### src/rtl/mvtr_err_mon.sv
// rtl/mvtr_err_mon.sv - multi-voter error monitor: classifies disagreements, timestamps and queues them
module mvtr_err_mon #(
    parameter int M       = 3,
    parameter int N       = 4,
    parameter int CW      = 16,
    parameter int TSW     = 32,
    parameter int DEPTH   = 8,
    parameter int PERSIST = 16
) (
    input  logic                   clk_i,
    input  logic                   rst_i,
    input  logic [M*N-1:0]         vtr_i,
    input  logic [N-1:0]           vtd_i,
    input  logic                   warn_i,
    input  logic                   clr_i,
    output logic                   ev_valid_o,
    input  logic                   ev_ready_i,
    output logic [TSW+M+N-1:0]     ev_data_o,
    output logic [M*CW-1:0]        err_cnt_o,
    output logic                   ovf_o,
    output logic                   persist_o
);

    localparam int EW = TSW + M + N;
    localparam int AW = $clog2(DEPTH);
    localparam int RW = $clog2(PERSIST + 1);
    localparam logic [AW:0]   FULL_CNT  = (AW+1)'(DEPTH);
    localparam logic [RW-1:0] PERSIST_R = RW'(PERSIST);

    typedef enum logic [1:0] {S_IDLE, S_UPSET, S_PERSIST} state_t;

    logic [TSW-1:0] ts_q, ts_d;
    logic [M*N-1:0] vtr_q;
    logic [N-1:0]   vtd_q;
    logic           warn_q;
    logic [TSW-1:0] tsr_q;
    logic           pwarn_q, pwarn_d;
    logic [M+N-1:0] pmask_q, pmask_d;
    logic [EW-1:0]  mem_q [DEPTH];
    logic [AW-1:0]  wr_q, wr_d, rd_q, rd_d;
    logic [AW:0]    cnt_q, cnt_d;
    logic           ovf_q, ovf_d;
    logic [CW-1:0]  errc_q [M];
    logic [CW-1:0]  errc_d [M];
    state_t         state_q, state_d;
    logic [RW-1:0]  r_q, r_d;

    logic [M-1:0]   copy_mask;
    logic [N-1:0]   bit_mask;
    logic [N-1:0]   diff;
    logic           log_ev, push, pop, full;

    // Stage 2: which copies and which bits disagree with the trusted voted value
    always_comb begin
        copy_mask = '0;
        bit_mask  = '0;
        diff      = '0;
        for (int h = 0; h < M; h++) begin
            diff         = vtr_q[h*N +: N] ^ vtd_q;
            copy_mask[h] = |diff;
            bit_mask     = bit_mask | diff;
        end
    end

    assign log_ev     = warn_q & (~pwarn_q | ({copy_mask, bit_mask} != pmask_q));
    assign full       = (cnt_q == FULL_CNT);
    assign ev_valid_o = (cnt_q != '0);
    assign pop        = ev_valid_o & ev_ready_i;
    assign push       = log_ev & (~full | pop);

    always_comb begin
        ts_d    = ts_q + TSW'(1);
        pwarn_d = warn_q;
        pmask_d = {copy_mask, bit_mask};
        wr_d    = push ? wr_q + AW'(1) : wr_q;
        rd_d    = pop  ? rd_q + AW'(1) : rd_q;
        cnt_d   = cnt_q + {{AW{1'b0}}, push} - {{AW{1'b0}}, pop};
        ovf_d   = ovf_q | (log_ev & ~push);
        for (int h = 0; h < M; h++) begin
            errc_d[h] = errc_q[h];
            if (log_ev && copy_mask[h] && (errc_q[h] != {CW{1'b1}}))
                errc_d[h] = errc_q[h] + CW'(1);
        end
        // Clear wins over any same-cycle push, pop or increment
        if (clr_i) begin
            pwarn_d = 1'b0;
            pmask_d = '0;
            wr_d    = '0;
            rd_d    = '0;
            cnt_d   = '0;
            ovf_d   = 1'b0;
            for (int h = 0; h < M; h++) errc_d[h] = '0;
        end
    end

    always_ff @(posedge clk_i or posedge rst_i) begin
        if (rst_i) begin
            ts_q    <= '0;
            vtr_q   <= '0;
            vtd_q   <= '0;
            warn_q  <= 1'b0;
            tsr_q   <= '0;
            pwarn_q <= 1'b0;
            pmask_q <= '0;
            wr_q    <= '0;
            rd_q    <= '0;
            cnt_q   <= '0;
            ovf_q   <= 1'b0;
            errc_q  <= '{default: '0};
        end else begin
            ts_q    <= ts_d;
            vtr_q   <= vtr_i;
            vtd_q   <= vtd_i;
            warn_q  <= warn_i;
            tsr_q   <= ts_q;
            pwarn_q <= pwarn_d;
            pmask_q <= pmask_d;
            wr_q    <= wr_d;
            rd_q    <= rd_d;
            cnt_q   <= cnt_d;
            ovf_q   <= ovf_d;
            errc_q  <= errc_d;
        end
    end

    always_ff @(posedge clk_i) begin
        if (push && !clr_i) mem_q[wr_q] <= {tsr_q, copy_mask, bit_mask};
    end

    always_ff @(posedge clk_i or posedge rst_i) begin
        if (rst_i) begin
            state_q <= S_IDLE;
            r_q     <= '0;
        end else begin
            state_q <= state_d;
            r_q     <= r_d;
        end
    end

    always_comb begin
        state_d = state_q;
        r_d     = r_q;
        case (state_q)
            S_IDLE: begin
                r_d = '0;
                if (warn_q) begin
                    state_d = S_UPSET;
                    r_d     = RW'(1);
                end
            end
            S_UPSET: begin
                if (!warn_q) begin
                    state_d = S_IDLE;
                    r_d     = '0;
                end else begin
                    r_d = r_q + RW'(1);
                    if (r_q + RW'(1) == PERSIST_R) state_d = S_PERSIST;
                end
            end
            S_PERSIST: state_d = S_PERSIST;
            default: begin
                state_d = S_IDLE;
                r_d     = '0;
            end
        endcase
        if (clr_i) begin
            state_d = S_IDLE;
            r_d     = '0;
        end
    end

    // Entries are not reset, so the data port is gated to read 0 while empty
    always_comb begin
        persist_o = (state_q == S_PERSIST);
        ovf_o     = ovf_q;
        ev_data_o = ev_valid_o ? mem_q[rd_q] : '0;
        err_cnt_o = '0;
        for (int h = 0; h < M; h++) err_cnt_o[h*CW +: CW] = errc_q[h];
    end

endmodule

### config.mk
export PLATFORM = sky130hd
export DESIGN_NAME = mvtr_err_mon
export DESIGN_NICKNAME = d
export VERILOG_FILES = /design/src/rtl/mvtr_err_mon.sv
export SDC_FILE = /design/constraint.sdc
export NUM_CORES = 1
export LEC_CHECK = 0
export ABC_AREA = 1
export BUFFER_PORTS_ARGS = -buffer_cell sky130_fd_sc_hd__clkbuf_2
export CORE_MARGIN = 4
export CORE_UTILIZATION = 46
export DETAILED_ROUTE_END_ITERATION = 7
export SLEW_MARGIN = 20
export SYNTH_ARGS = -nofsm -noshare
export SYNTH_HDL_FRONTEND = slang
export SYNTH_SLANG_ARGS = --single-unit
### constraint.sdc
create_clock -name clk_i -period 5.7 [get_ports clk_i]
set_input_delay 1.14 -clock clk_i [delete_from_list [all_inputs] [get_ports clk_i]]
set_output_delay 1.14 -clock clk_i [all_outputs]
set_load 0.01 [all_outputs]
==> results of run 1 <==
==> synth_stat cells <==
cell type	n	area, µm²
nand3_4	3	52.6
nor2_4	6	67.6
a31oi_1	40	250
nand2_4	1	11.3
nor2_1	292	1100
nor3_2	1	10.0
nor2_8	1	20.0
buf_4	1	7.51
o21ai_1	4	20.0
fa_1	1	20.0
xnor2_1	14	123
nor2_2	13	81.3
o21a_1	1	7.51
inv_1	110	413
nand4_1	72	450
buf_1	12	45.0
inv_2	10	37.5
edfxtp_1	312	9370
nand3b_1	3	22.5
and3_1	2	12.5
a211oi_1	1	7.51
buf_6	8	90.1
o211ai_1	1	7.51
nand3_2	6	60.1
clkbuf_1	56	210
a32o_1	1	10.0
nand4_2	1	12.5
ha_1	12	150
nand2_1	204	766
a31oi_2	1	12.5
a21oi_1	10	50.1
nand3_1	93	465
nor4_1	5	31.3
xor2_1	56	490
clkinv_1	2	7.51
o21ai_0	202	1010
nor3_1	13	65.1
buf_2	12	60.1
o22ai_1	40	250
nand2_2	10	62.6
dfrtp_1	155	3880
==> routing by layer <==
layer	share of wire [%]	global-route usage, %	up-vias
li1	-	-	6427
met1	45	25.9	6467
met2	48	31.0	297
met3	5.8	4.63	52
met4	1.6	4.29	2
met5	0.030	0	-
==> state kept, by name, indices dropped and copies added (netlist names), 5 cells and up <==
signal / flops
pmask_q: 7
err_cnt_o: 48
tsr_q: 32
r_q: 5
vtr_q: 12
mem_q: 312
ts_q: 32
==> kinds of logic (layout without fill, tap and decap cells) <==
group           Yosys count  after routing  share of synthesized area [%]
simple gates            726            726                           16.6
compound gates          301            301                           8.21
buf+inv                 211            346                           4.39
flops                   467            467                           66.9
xor+xnor                 70             70                           3.09
fa+ha+maj                13             13                          0.859
==> metrics by stage <==
step | utilization (%) | cells | setup slack, ns | power, mW
4_1_cts | 53.4 | 2462 | 0.974 | 8.98
2_1_floorplan | - | 1788 | 0.382 | 5.05
5_1_grt | 53.4 | 2462 | 0.765 | 9.35
3_5_place_dp | 49.4 | 2370 | 1.61 | 5.72
6_report | 53.4 | 2462 | 1.10 | 8.86
3_3_place_gp | 49.4 | 2370 | 1.68 | 5.69
==> report_power, final <==
group          leakage, nW  switching (mW)  internal, mW  total, mW
clock                0.824            1.30          1.94       3.24
sequential            5.10           0.112          3.70       3.81
combinational         3.55            1.22         0.584       1.80
==> final cells by class <==
type	instances	share of cell area [%]
multi-input cells	1110	25.5
clock inverters	18	0.705
clock buffers	74	6.73
well taps	539	2.99
flip-flops and latches	467	58.8
repair buffers	132	3.17
inverters	122	2.09
==> path summary, 6_finish.rpt <==
path                            startpoint             to  slack [ns]  cells after the start
worst max-delay path               rd_q[0]  ev_data_o[34]        1.10                      7
worst max register to register    vtd_q[2]    mem_q[7][3]        2.41                     14
min in group asynchronous            rst_i   err_cnt_o[9]        0.73                      2
worst min-delay path               ts_q[3]       tsr_q[3]        0.38                      0
worst min register to register     ts_q[3]       tsr_q[3]        0.38                      0
max in group asynchronous            rst_i  err_cnt_o[45]        3.92                      3
==> worst max-delay path: stages, from the launching register on <==
cell	delay [ns]
dfrtp_4	0.79
inv_4	0.78
buf_4	0.47
o21ai_0	0.14
o22ai_1	0.19
o21ai_0	0.10
a31oi_1	0.20
clkbuf_2	0.16
==> layout by cell type, fill, tap and decap left out, types with 4 or more instances in the layout <==
cell type  count
o22ai_1       40
a21oi_1       10
nor3_1        13
nor4_1         5
nand3_1       93
nor2_1       284
nor2_2        13
nor2_4        14
clkbuf_16     55
xor2_1        56
clkbuf_1      12
o21ai_1        4
nand4_1       72
dfrtp_1      153
clkinv_2      11
buf_4         22
edfxtp_1     312
nand2_2       10
nand2_1      204
inv_2         11
clkbuf_8       7
nand3_2        6
a31oi_1       40
ha_1          12
inv_1        107
xnor2_1       14
o21ai_0      202
clkbuf_2     110
==> flow_metrics.env, run 1 <==
export IMPL_status="finished clean"
export IMPL_rsz0062_at_grt="no"
export IMPL_fin_nets=1916
export IMPL_area_growth_pct=13.8
export IMPL_drc=0
export IMPL_drive_gt1_share_pct=14.5
export IMPL_peakVddDrop_v=0.000293
export IMPL_grt_pass1_vias=12800
export IMPL_pin_count=111
export IMPL_clk_pin_slew_ns=0.06
export IMPL_io_buffers=110
export IMPL_setup_viol=0
export IMPL_grt_antenna_before_repair=1
export IMPL_yosysSeqAreaShare_pct=66.9
export IMPL_critPathMaxFanout=87
export IMPL_synth_net_count=1822
export IMPL_via_count=13200
export IMPL_worstPathRequired_ns=4.56
export IMPL_start_util_pct=46.9
export IMPL_rows=75
export IMPL_synth_area_per_cell_um2=11.1
export IMPL_grt_overflow_total=0
export IMPL_fillerInstances=3647
export IMPL_syn_cell_area_mm2=0.0198
export IMPL_synthDistinctLibCells=41
export IMPL_tightestPinTransition_ns=1.04
export IMPL_grt_start_max_net_pins=116
export IMPL_place_congestion=0.822
export IMPL_synth_warnings=0
export IMPL_clockBufferDepth=3
export IMPL_final_area_mm2=0.0225
export IMPL_drtIter0Drc=1042
export IMPL_grt_use_total_pct=18.9
export IMPL_dieArea_mm2=0.0465
export IMPL_cts_root_buf="clkbuf_16"
export IMPL_hold_ws_ns=0.382
export IMPL_drt_wl_total_um=44000
export IMPL_cts_max_level=2
export IMPL_wl_per_cell_um=17.9
export IMPL_dpl_hpwl_um=25100
export IMPL_syn_inst=1788
export IMPL_cts_resized=0
export IMPL_p_per_area_mw_per_mm2=393
export IMPL_cts_tree="built"
export IMPL_drtAntennaViolNets=0
export IMPL_post_route_period_util_pct=80.8
export IMPL_clk_latency_ns=0.58
export IMPL_drv_cap=0
export IMPL_diodes=0
export IMPL_postCtsHoldBufs=0
export IMPL_multiInputGateArea_mm2=0.00576
export IMPL_worst_ep_arrival_time_ns=3.46
export IMPL_finalHoldViolCount=0
export IMPL_hold_path_class="reg -> reg"
export IMPL_die_x_um=216
export IMPL_fmax_mhz=217
export IMPL_place_area_mm2=0.0209
export IMPL_first_pass_iters=5
export IMPL_finalMaxSlewViolations=0
export IMPL_die_h_um=216
export IMPL_cp_start_kind="register"
export IMPL_fin_crit_ns=4.60
export IMPL_drt_vias_per_instance=5.38
export IMPL_slew_headroom_pct=30.5
export IMPL_skew_ns=0.0226
export IMPL_worstSetupEndpointType="output pin"
export IMPL_p_leak_nw=9.48
export IMPL_design_core_area_mm2=0.0422
export IMPL_setup_tns_ns=0
export IMPL_synth_seq_cells=467
export IMPL_grt_pass1_wl_um=70700
export IMPL_crit_type="reg -> out"
export IMPL_layout_area_seq_mm2=0.0133
export IMPL_cts_sinks=467
export IMPL_cts_setup_buffers=0
export IMPL_numCtsBuffers=49
No activity file was read; power rests on OpenSTA's default activity.
==> run 2, diff against run 1 <==
Clock period 5.7 ns to 4.4 ns, I/O delays scaled along.
==> run 2 against run 1 <==
Effect of this change: sequential cell count did not move; design area is essentially flat; non-clock buffer count increased by 5; critical endpoint is now ev_data_o[38]; largest power group unchanged.
==> flow_metrics.env, run 2 (same netlist as run 1, synthesis figures left out) <==
export IMPL_status="finished clean"
export IMPL_postCtsHoldBufs=0
export IMPL_numCtsBuffers=47
export IMPL_grt_pass1_wl_um=71700
export IMPL_crit_type="reg -> out"
export IMPL_fin_nets=1919
export IMPL_grt_pass1_vias=13200
export IMPL_clk_pin_slew_ns=0.06
export IMPL_grt_antenna_before_repair=1
export IMPL_tightestPinTransition_ns=1.02
export IMPL_place_congestion=0.827
export IMPL_setup_ws_ns=0.651
export IMPL_cts_root_buf="clkbuf_16"
export IMPL_grt_use_total_pct=18.9
export IMPL_p_per_area_mw_per_mm2=502
export IMPL_hold_path_class="reg -> reg"
export IMPL_cp_start_kind="register"
export IMPL_drv_cap=0
export IMPL_setup_viol=0
export IMPL_fmax_mhz=267
export IMPL_fin_crit_ns=3.75
export IMPL_io_buffers=110
export IMPL_worstPathRequired_ns=3.52
export IMPL_layout_common_cells="edfxtp_1, nor2_1, nand2_1"
export IMPL_cts_setup_buffers=0
export IMPL_die_x_um=216
export IMPL_via_count=13300
export IMPL_post_route_period_util_pct=85.2
export IMPL_rows=75
export IMPL_finalMaxSlewViolations=0
export IMPL_drive_gt1_share_pct=14.4
export IMPL_first_pass_iters=5
export IMPL_clockBufferDepth=3
export IMPL_start_util_pct=46.9
export IMPL_grt_start_max_net_pins=156
export IMPL_pin_count=111
export IMPL_dieArea_mm2=0.0465
export IMPL_diodes=0
export IMPL_wl_per_cell_um=17.9
export IMPL_drt_wl_total_um=44100
export IMPL_setup_tns_ns=0
export IMPL_critPathMaxFanout=53
export IMPL_slew_headroom_pct=32.0
export IMPL_area_growth_pct=13.9
export IMPL_total_power_mw=11.3
export IMPL_drtAntennaViolNets=0
export IMPL_fin_cells=2461
export IMPL_worst_ep_arrival_time_ns=2.87
export IMPL_dpl_cell_count=2375
export IMPL_cts_tree="built"
export IMPL_worstSetupEndpointType="output pin"
export IMPL_clk_latency_ns=0.56
export IMPL_grt_overflow_total=0
export IMPL_p_leak_nw=9.44
export IMPL_largest_register_ffs=312
export IMPL_cts_sinks=467
export IMPL_top_register="mem_q"
export IMPL_peakVddDrop_v=0.000246
export IMPL_drt_vias_per_instance=5.41
export IMPL_fillerInstances=3670
export IMPL_skew_ns=0.0166
export IMPL_dpl_hpwl_um=25500
export IMPL_rsz0062_at_grt="no"
export IMPL_cts_max_level=2
export IMPL_drc=0
export IMPL_cts_resized=0
export IMPL_finalHoldViolCount=0
export IMPL_drtIter0Drc=700
export IMPL_place_ws_ns=1.07
export IMPL_design_core_area_mm2=0.0422
export IMPL_final_common_cell="edfxtp_1"
export IMPL_die_h_um=216
-- run 2: path summary, 6_finish.rpt --
check / slack (ns) / cells after the start / startpoint / end
hold reg to reg: 0.39 / 0 / ts_q[3] / tsr_q[3]
min in group asynchronous: 0.54 / 3 / rst_i / err_cnt_o[8]
max in group asynchronous: 3.15 / 3 / rst_i / rd_q[1]
setup reg to reg: 1.08 / 9 / cnt_q[2] / mem_q[4][25]
setup / recovery: 0.65 / 7 / rd_q[0] / ev_data_o[38]
hold / removal: 0.39 / 0 / ts_q[3] / tsr_q[3]
-- run 2: report_power, final --
group          internal (mW)  switching (mW)
Combinational          0.812            1.65
Sequential              4.80           0.110
Clock                   2.29            1.66
Total                   7.90            3.42
-- run 2: through the flow --
stage                     utilization (%)  hold WS (ns)  instance area, µm²
after floorplan                         -         0.354               19800
after global placement               49.8         0.381               21000
after detailed placement             49.8         0.383               21000
after CTS                            53.4         0.399               22600
after global routing                 53.4         0.411               22600
final                                53.4         0.393               22600
-- run 2: per-layer routing --
layer / track usage (%) / share of wire, % / vias up
li1: - / - / 6418
met1: 26.2 / 45 / 6532
met2: 31.4 / 47 / 308
met3: 3.64 / 5.7 / 62
met4: 3.91 / 1.5 / 2
met5: 0 / 0.030 / -
-- run 2: final cells by class --
type | count | area [µm²] | area share [%]
inverters | 122 | 465 | 2.06
repair buffers | 137 | 891 | 3.95
multi-input cells | 1110 | 5760 | 25.5
clock inverters | 30 | 292 | 1.29
well taps | 539 | 674 | 2.99
clock buffers | 56 | 1230 | 5.45
flip-flops and latches | 467 | 13300 | 58.7
-- run 2: critical path: stages (launching register included) --
cell and delay [ns]:
dfrtp_4 0.64, inv_4 0.46, buf_12 0.30, o21ai_0 0.12, o22ai_1 0.12, o21ai_0 0.09, a31oi_1 0.31, clkbuf_2 0.21
==> run 3, diff against run 2 <==
Settings changed: ABC_AREA 1 to unset.
==> run 3 against run 2 <==
Effect of this change: power is 4.2% lower; design area is 4.3% lower; global-route usage is 1.7 points lower; non-clock buffer count is 5 lower; register-to-register slack worse by 0.46 ns; clock power is 3% higher; highest routed layer unchanged; critical endpoint is now cnt_q[2].
==> flow_metrics.env, run 3 <==
export IMPL_die_x_um=210
export IMPL_syn_cell_area_mm2=0.0188
export IMPL_yosys_area_top_type="edfxtp_1"
export IMPL_clockBufferDepth=3
export IMPL_syn_inst=1137
export IMPL_cp_buffers_inverters=2
export IMPL_clk_latency_ns=0.59
export IMPL_dpl_hpwl_um=21200
export IMPL_synth_seq_cells=467
export IMPL_hold_ws_ns=0.398
export IMPL_hold_path_class="reg -> reg"
export IMPL_pin_count=111
export IMPL_worstHoldStart="ts_q[31]"
export IMPL_first_pass_iters=5
export IMPL_top_register="mem_q"
export IMPL_utilization_pct=54.0
export IMPL_fmax_mhz=264
export IMPL_grt_pass1_vias=10400
export IMPL_skew_ns=0.0280
export IMPL_fillerInstances=3265
export IMPL_critPathMaxFanout=11
export IMPL_fin_nets=1302
export IMPL_r2r_start="vtd_q[1]"
export IMPL_worstPathCellList="xnor2_1 -> nand4_1 -> xor2_1 -> nor4_4 -> nand2_1 -> a21oi_1 -> inv_1 -> o21ai_0 -> ha_1 -> inv_1 -> fa_1 -> xor2_1 -> nor2_1"
export IMPL_async_reset_ff_share_pct=33.2
export IMPL_p_per_area_mw_per_mm2=502
export IMPL_drive_gt1_share_pct=25.0
export IMPL_synth_most_common_cell="edfxtp_1"
export IMPL_worstSetupEndpointType="register"
export IMPL_yosys_top_cells_area="edfxtp_1, dfrtp_1, mux4_2"
export IMPL_finalMaxSlewViolations=0
export IMPL_status="finished clean"
export IMPL_drtIter0Drc=519
export IMPL_yosysSeqAreaShare_pct=70.6
export IMPL_cts_max_level=2
export IMPL_crit_type="reg -> reg"
export IMPL_grt_start_max_net_pins=156
export IMPL_synth_area_per_cell_um2=16.5
export IMPL_design_core_area_mm2=0.0400
export IMPL_worstPathRequired_ns=4.81
export IMPL_area_growth_pct=15.1
export IMPL_wl_per_cell_um=20.2
export IMPL_cp_startpoint="vtd_q[1]"
export IMPL_layout_common_cells="edfxtp_1, dfrtp_1, clkbuf_2"
export IMPL_synth_edf_count=312
export IMPL_final_common_cell="edfxtp_1"
export IMPL_cp_slowest_stage_delay_ns=0.54
export IMPL_cts_tree="built"
export IMPL_cts_setup_buffers=0
export IMPL_drtAntennaViolNets=0
export IMPL_via_count=9985
export IMPL_io_buffers=110
export IMPL_drc=0
export IMPL_post_route_period_util_pct=85.9
export IMPL_cts_resized=0
export IMPL_synthDistinctLibCells=51
export IMPL_fin_crit_ns=3.78
export IMPL_drv_cap=0
export IMPL_cts_sinks=467
export IMPL_synth_warnings=0
export IMPL_synthTopCellsByCount="edfxtp_1, dfrtp_1, nor2_1, mux4_2"
export IMPL_grt_pass1_wl_um=59800
export IMPL_start_util_pct=46.9
export IMPL_setup_viol=0
export IMPL_netlist_area_leader_share_pct=49.9
export IMPL_layout_area_seq_mm2=0.0133
export IMPL_rsz0062_at_grt="no"
export IMPL_worst_ep_arrival_time_ns=4.20
export IMPL_cp_top_family="simple AND/OR/NAND/NOR gates"
export IMPL_postCtsHoldBufs=0
export IMPL_place_congestion=0.752
export IMPL_numCtsBuffers=48
export IMPL_peakVddDrop_v=0.000324
export IMPL_clk_pin_slew_ns=0.06
export IMPL_cp_start_kind="register"
export IMPL_grt_antenna_before_repair=2
export IMPL_cpMaxStageDelayCell="nor4_4"
export IMPL_rows=73
export IMPL_finalHoldViolCount=0
export IMPL_diodes=0
export IMPL_cts_root_buf="clkbuf_16"
export IMPL_slew_headroom_pct=29.1
export IMPL_multiInputGateArea_mm2=0.00521
export IMPL_largest_register_ffs=312
export IMPL_grt_use_total_pct=17.2
export IMPL_dieArea_mm2=0.0441
export IMPL_drt_wl_total_um=37100
export IMPL_synthFlopType="edfxtp_1"
export IMPL_tightestPinTransition_ns=1.06
export IMPL_grt_overflow_total=0
export IMPL_p_leak_nw=7.59
export IMPL_die_h_um=210
export IMPL_drt_vias_per_instance=5.45
export IMPL_synth_net_count=1171
[run 3: final timing paths]
path / endpoint / slack (ns) / cells after the start
min in group asynchronous: err_cnt_o[16] / 0.44 / 3
max: cnt_q[2] / 0.62 / 13
min: tsr_q[31] / 0.40 / 0
min reg2reg: tsr_q[31] / 0.40 / 0
max in group asynchronous: rd_q[1] / 3.08 / 3
max reg2reg: cnt_q[2] / 0.62 / 13
[run 3: metrics by stage]
| stage | std cells | cell area [µm²] | setup slack, ns | total power, mW | TNS, ns |
|---|---|---|---|---|---|
| 5_1_grt | 1833 | 21600 | 0.201 | 11.4 | 0 |
| 3_3_place_gp | 1743 | 20000 | 0.736 | 6.93 | 0 |
| 6_report | 1833 | 21600 | 0.619 | 10.8 | 0 |
| 3_5_place_dp | 1743 | 20000 | 0.630 | 6.93 | 0 |
| 4_1_cts | 1833 | 21600 | 0.623 | 11.1 | 0 |
| 2_1_floorplan | 1137 | 18800 | -1.60 | 6.26 | -245.00 |
[run 3: layout make-up]
class | count | area share [%]
clock buffer | 68 | 6.15
clock inverter | 22 | 1.33
inverter | 31 | 0.556
multi-input combinational | 588 | 24.1
sequential | 467 | 61.4
tap | 525 | 3.04
timing repair buffer | 132 | 3.43
[run 3: kinds of logic after synthesis]
logic type | count (synthesis) | synth area share [%]
and+or+nand+nor | 301 | 8.42
AOI/OAI and AO/OA | 76 | 2.64
xor gates and xnor gates | 62 | 2.89
adders and majority gates | 13 | 0.907
DFF | 467 | 70.6
buffers and inverters | 82 | 1.87
muxes | 136 | 12.7
[run 3: power by group]
group          switching [mW]  internal (mW)  leakage (nW)  total, mW
logic                    1.06          0.826          2.11       1.89
registers              0.0797           4.80          4.71       4.88
clock network            1.67           2.42         0.773       4.08
total                    2.80           8.04          7.59       10.8
[run 3: worst register-to-register path: cells and delay by family, from the launching register on]
kind                       cells  cell delay, ns
AOI/OAI and AO/OA              2            0.45
and+or+nand+nor                4            1.39
adders and majority gates      2            0.56
buffers and inverters          2            0.14
xor gates and xnor gates       3            0.65
DFF                            1            0.43
[run 3: routing by layer]
metal	wire, µm	track usage, %	up-vias
met1	16200	24.0	5122
met3	1950	3.50	56
met2	18200	28.2	219
met4	674	4.75	4
met5	33	0	-
li1	-	-	4584
